<file path="config.mk">
export PLATFORM = sky130hd
export DESIGN_NAME = zreg_bank
export DESIGN_NICKNAME = d
export VERILOG_FILES = /design/src/rtl/zreg_pkg.sv /design/src/rtl/zreg_lane.sv /design/src/rtl/zreg_bank.sv
export SDC_FILE = /design/constraint.sdc
export NUM_CORES = 1
export LEC_CHECK = 0
export BUFFER_PORTS_ARGS = -buffer_cell sky130_fd_sc_hd__buf_2
export CAP_MARGIN = 20
export CORE_MARGIN = 2
export CORE_UTILIZATION = 30
export DETAILED_ROUTE_END_ITERATION = 10
export GPL_ROUTABILITY_DRIVEN = 0
export PLACE_DENSITY_LB_ADDON = 0.3
export SYNTH_ARGS = -nofsm -noshare
export SYNTH_HDL_FRONTEND = slang
export SYNTH_SLANG_ARGS = --single-unit
</file>
<file path="constraint.sdc">
create_clock -name clk -period 2.7 [get_ports clk]
set_input_delay 0.54 -clock clk [delete_from_list [all_inputs] [get_ports clk]]
set_output_delay 0.54 -clock clk [all_outputs]
set_load 0.01 [all_outputs]
</file>
<file path="src/rtl/zreg_pkg.sv">
// zreg_pkg: shared collection-FSM state type and lane-count limit for zreg_bank.
package zreg_pkg;
  typedef enum logic [1:0] {IDLE, COLLECT, READY} state_t;
  localparam int MAX_CORES = 16;
endpackage

</file>
<file path="src/rtl/zreg_lane.sv">
// zreg_lane: one flag lane; registers zero (and, with ZREG_NFLAG_EN, negative) flag on write.
module zreg_lane #(
  parameter int WIDTH = 12
) (
  input  logic             clk,
  input  logic             rst,
  input  logic [WIDTH-1:0] i_data,
  input  logic             i_wr,
`ifdef ZREG_NFLAG_EN
  output logic             o_n,
`endif
  output logic             o_z
);
  always_ff @(posedge clk or posedge rst)
    if (rst) o_z <= 1'b0;
    else if (i_wr) o_z <= ~|i_data;
`ifdef ZREG_NFLAG_EN
  always_ff @(posedge clk or posedge rst)
    if (rst) o_n <= 1'b0;
    else if (i_wr) o_n <= i_data[WIDTH-1];
`endif
endmodule

</file>
<file path="src/rtl/zreg_bank.sv">
// zreg_bank: per-core zero flags plus an all/any-zero snapshot taken once every lane has written.
// Define ZREG_NFLAG_EN to add the per-lane negative flag output Nout.
module zreg_bank
  import zreg_pkg::*;
#(
  parameter int WIDTH = 12,
  parameter int CORES = 4
) (
  input  logic                   clk,
  input  logic                   rst,
  input  logic [CORES*WIDTH-1:0] dataIn,
  input  logic [CORES-1:0]       wrEn,
  input  logic                   clrAgg,
  output logic [CORES-1:0]       Zout,
`ifdef ZREG_NFLAG_EN
  output logic [CORES-1:0]       Nout,
`endif
  output logic                   aggValid,
  output logic                   allZ,
  output logic                   anyZ,
  output logic                   dupErr
);
  state_t           r_state, w_state_nxt;
  logic [CORES-1:0] r_seen, w_seen_nxt, w_z_nxt;
  logic             r_allz, r_anyz, r_dup, w_dup_nxt, w_cap;
  genvar i;
  generate
    for (i = 0; i < CORES; i++) begin : g_lane
      zreg_lane #(.WIDTH(WIDTH)) u_lane (
        .clk    (clk),
        .rst    (rst),
        .i_data (dataIn[i*WIDTH +: WIDTH]),
        .i_wr   (wrEn[i]),
`ifdef ZREG_NFLAG_EN
        .o_n    (Nout[i]),
`endif
        .o_z    (Zout[i])
      );
      // Snapshot must include writes landing on the same edge
      assign w_z_nxt[i] = wrEn[i] ? ~|dataIn[i*WIDTH +: WIDTH] : Zout[i];
    end
  endgenerate
  always_comb begin
    w_state_nxt = r_state;
    w_seen_nxt  = r_seen;
    w_dup_nxt   = r_dup;
    w_cap       = 1'b0;
    if (clrAgg || r_state == IDLE) begin
      w_seen_nxt  = wrEn;
      w_dup_nxt   = r_dup & ~clrAgg;
      w_state_nxt = ~|wrEn ? IDLE : (&wrEn ? READY : COLLECT);
      w_cap       = &wrEn;
    end else if (r_state == COLLECT) begin
      w_seen_nxt  = r_seen | wrEn;
      w_dup_nxt   = r_dup | (|(r_seen & wrEn));
      w_state_nxt = &w_seen_nxt ? READY : COLLECT;
      w_cap       = &w_seen_nxt;
    end
  end
  always_ff @(posedge clk or posedge rst)
    if (rst) begin
      r_state <= IDLE;
      r_seen  <= '0;
      r_dup   <= 1'b0;
      r_allz  <= 1'b0;
      r_anyz  <= 1'b0;
    end else begin
      r_state <= w_state_nxt;
      r_seen  <= w_seen_nxt;
      r_dup   <= w_dup_nxt;
      if (w_cap) begin
        r_allz <= &w_z_nxt;
        r_anyz <= |w_z_nxt;
      end
    end
  assign aggValid = r_state == READY;
  assign allZ     = aggValid & r_allz;
  assign anyZ     = aggValid & r_anyz;
  assign dupErr   = r_dup;
endmodule
</file>
==> summary.txt <==
Clock network
  – Longest Clk Path Bufs: 2
  – PostCTS Resize Cnt: 0
  – Clock transition at the registers of the reported paths: 0.08 ns
  – Clk_lat worst skew: ~0.27 ns
  – Hold_buf cts: 0
  – Clock Root Buffer: clkbuf_4
  – CTS tree: yes
  – TritonCTS buffer count: 3
  – CTS H-tree lvls: 1
  – Clk sinks: 13
  – Setup Buffers After CTS: 0

STA
  – Fin crit period: ~1.7 ns
  – Fin. max-slew vios: 0
  – Hold Vio Cnt, Final: 0
  – FMAX: between 0.5 and 0.6 GHz
  – Endpoints failing setup: 0
  – RSZ-0062 raised after global routing: false
  – Worst-Margin Slew: about 0.48 ns
  – Clk_skew: around 0.0010 ns
  – Sum Neg Setup Slack: 0 ns
  – Period utilisation layout: 62.7%
  – Max-slew headroom: 68.2%

Placed design
  – Placed Instances: between 150 and 200
  – PortBufs: 62
  – Final HPWL DP: between 1.5 and 2 mm

Power and ir drop
  – Power Internal: around 340 uW
  – Clock power share: between 20% and 30%
  – Pwr per Cell Area: roughly 430 mW/mm^2
  – Power share of the sequential group: 49.3%
  – Worst VDD drop: roughly 0.00030 V
  – Pleak: 0.577 nW
  – Sw Share: between 20% and 30%
  – Sw Pwr: 141 uW
  – Comb pwr share: about a quarter

Min path
  – Hold Path Class: input pin to asynchronous set/reset pin

Floorplan
  – CORE AREA: roughly 0.0025 sq mm
  – Full die area: 0.00299 sq mm
  – I/O pin count: 63
  – Die Height: between 50 and 60 microns
  – Initial Utilization: around a third
  – Die Wd: about 55 microns
  – Rows: 18

Yosys
  – Seq/Total Area, Yosys: ~42%
  – Net count after synthesis: between 100 and 150
  – Post-synth top cells: dfrtp_1 (13), nor4_1 (12), nor2_1 (9)
  – Share of the synthesized area in the top cell type: approximately 42%
  – Post-synth EDFFs: 0
  – Flip-flop and latch count after synthesis: 13
  – Ys flop type: dfrtp_1
  – Yosys warns: 0
  – Cells after Synth: 78
  – Area leader, netlist: dfrtp_1
  – Distinct cells, synth: 30
  – Most instantiated library cell after synthesis: dfrtp_1
  – Post-Syn Area: 769 sq um
  – Fraction of registers with async set/reset: 100%
  – Syn Area/Cell: a little under 10 sq um
  – Ranking of synthesized cells by area: dfrtp_1 (42%), nor4_1 (9.8%), nor2_1 (4.4%)

Drt
  – Vias/cell: about 5.0
  – DRT antenna net count: 0
  – Wire length per cell: between 10 and 15 microns
  – Initial DRC count: 13
  – DR vias: 857
  – DR pass1 iterations: 4
  – DRC errors left: 0
  – Post-Route WL: between 2 and 2.5 mm

Critical path
  – Buffers & Inverters on Critical Path: 2
  – CP startpoint kind: register
  – CP Max Fanout: 3
  – WS Path Type: register to output pin
  – Cells along the critical path: inv_1, nor2_1, and2_1, buf_2
  – Slowest-stage cell, CP: dfrtp_1
  – Crit path DAT: ~1.2 ns
  – Worst EP required: between 2 and 2.5 ns
  – Delay-heaviest family, CP: flip-flops
  – R2R setup slack: 1.21 ns
  – Crit. End Element: output pin
  – Critical path's largest stage delay: roughly 0.37 ns

Layout
  – Nets: 196
  – Layout cells sized above 1: between 50% and 60%
  – Synth-to-Final Area Change: 44.7%
  – Non-Filler Instances: 170
  – N_diodes: 0

Run
  – Max Cap Violations: 0

GRT
  – Largest net degree at the start of global routing: 14
  – Overflow after GRT: 0
  – Antenna violations before repair: 0
  – First-pass GRT wire length: between 3 and 4 mm
  – Tot GR Track Use: roughly 15%
  – Vias in the first global route: 806

Status
  – Outcome: completed
metrics by stage:
stage	util [%]	worst slack (ns)	instance area [sq um]	power (mW)	hold slack (ns)
6_report	45.4	1.01	1110	0.480	0.265
5_1_grt	45.4	0.943	1110	0.510	0.312
4_1_cts	45.4	0.996	1110	0.484	0.284
3_5_place_dp	44.3	0.870	1090	0.365	0.491
3_3_place_gp	44.3	0.894	1090	0.362	0.477
2_1_floorplan	-	1.05	769	0.298	0.417
worst paths after layout:
path | startpoint | end | cells past startpoint
worst min register to register | r_anyz$_DFFE_PP0P_ | r_anyz$_DFFE_PP0P_ | 1
worst max register to register | r_seen[3]$_DFFE_PP0P_ | r_anyz$_DFFE_PP0P_ | 5
worst max-delay path | r_state[1]$_DFFE_PP0P_ | anyZ | 4
min in group clk | clrAgg | dupErr$_DFFE_PP0P_ | 2
worst min-delay path | rst | r_allz$_DFFE_PP0P_ | 2
max in group asynchronous | rst | r_seen[2]$_DFFE_PP0P_ | 2
kinds of logic after synthesis:
logic type | count (synthesis) | synth area share (%)
mux | 2 | 3.25
flops | 13 | 42.3
buf+inv | 11 | 7.32
simple gates | 38 | 33.0
compound gates | 14 | 14.1
placed cells by master (no fill, tap or decap), types with 2 or more instances in the layout:
cell type and instances:
nand2b_1 2, a22o_1 3, dfrtp_1 13, nor4_1 12, nor2_1 9, and2_1 2
buf_2 62, clkbuf_4 3, a22oi_1 2, o21ai_0 2, inv_1 6, nand4_1 4
sequential cells by signal (all words and copies together), names as in the netlist:
name / flops
dupErr: 1
g_lane.u_lane.o_z: 4
r_allz: 1
r_anyz: 1
r_seen: 4
r_state: 2
routing by layer:
metal	up-vias	global-route usage, %	wire length [microns]
met5	-	0	0
met4	0	6.25	29
met3	4	2.73	184
met2	47	27.8	1070
met1	391	16.6	753
li1	415	-	-
worst reg2reg max path: stages, from the launching register on:
cell and delay [ns]:
dfrtp_1 0.39, o22ai_1 0.10, nor4_1 0.22, and3_1 0.21, nand2b_2 0.16, mux2_4 0.30
final cells by class:
| type | count | area (sq um) |
|---|---|---|
| Timing Repair Buffer | 62 | 310 |
| Tap cell | 30 | 37.5 |
| Sequential cell | 13 | 325 |
| Clock buffer | 4 | 26.3 |
| Fill cell | 262 | 1340 |
| Multi-Input combinational cell | 54 | 388 |
| Inverter | 7 | 26.3 |
power by group through the flow:
| stage | logic, mW | registers (mW) | clock network [mW] |
|---|---|---|---|
| global placement | 0.123 | 0.239 | 0 |
| finish | 0.124 | 0.237 | 0.120 |
| CTS | 0.125 | 0.236 | 0.123 |
| detailed placement | 0.125 | 0.240 | 0 |
| floorplan | 0.0610 | 0.237 | 0 |
| global route | 0.140 | 0.239 | 0.131 |
Note: power is estimated with default switching activity, not from simulation.
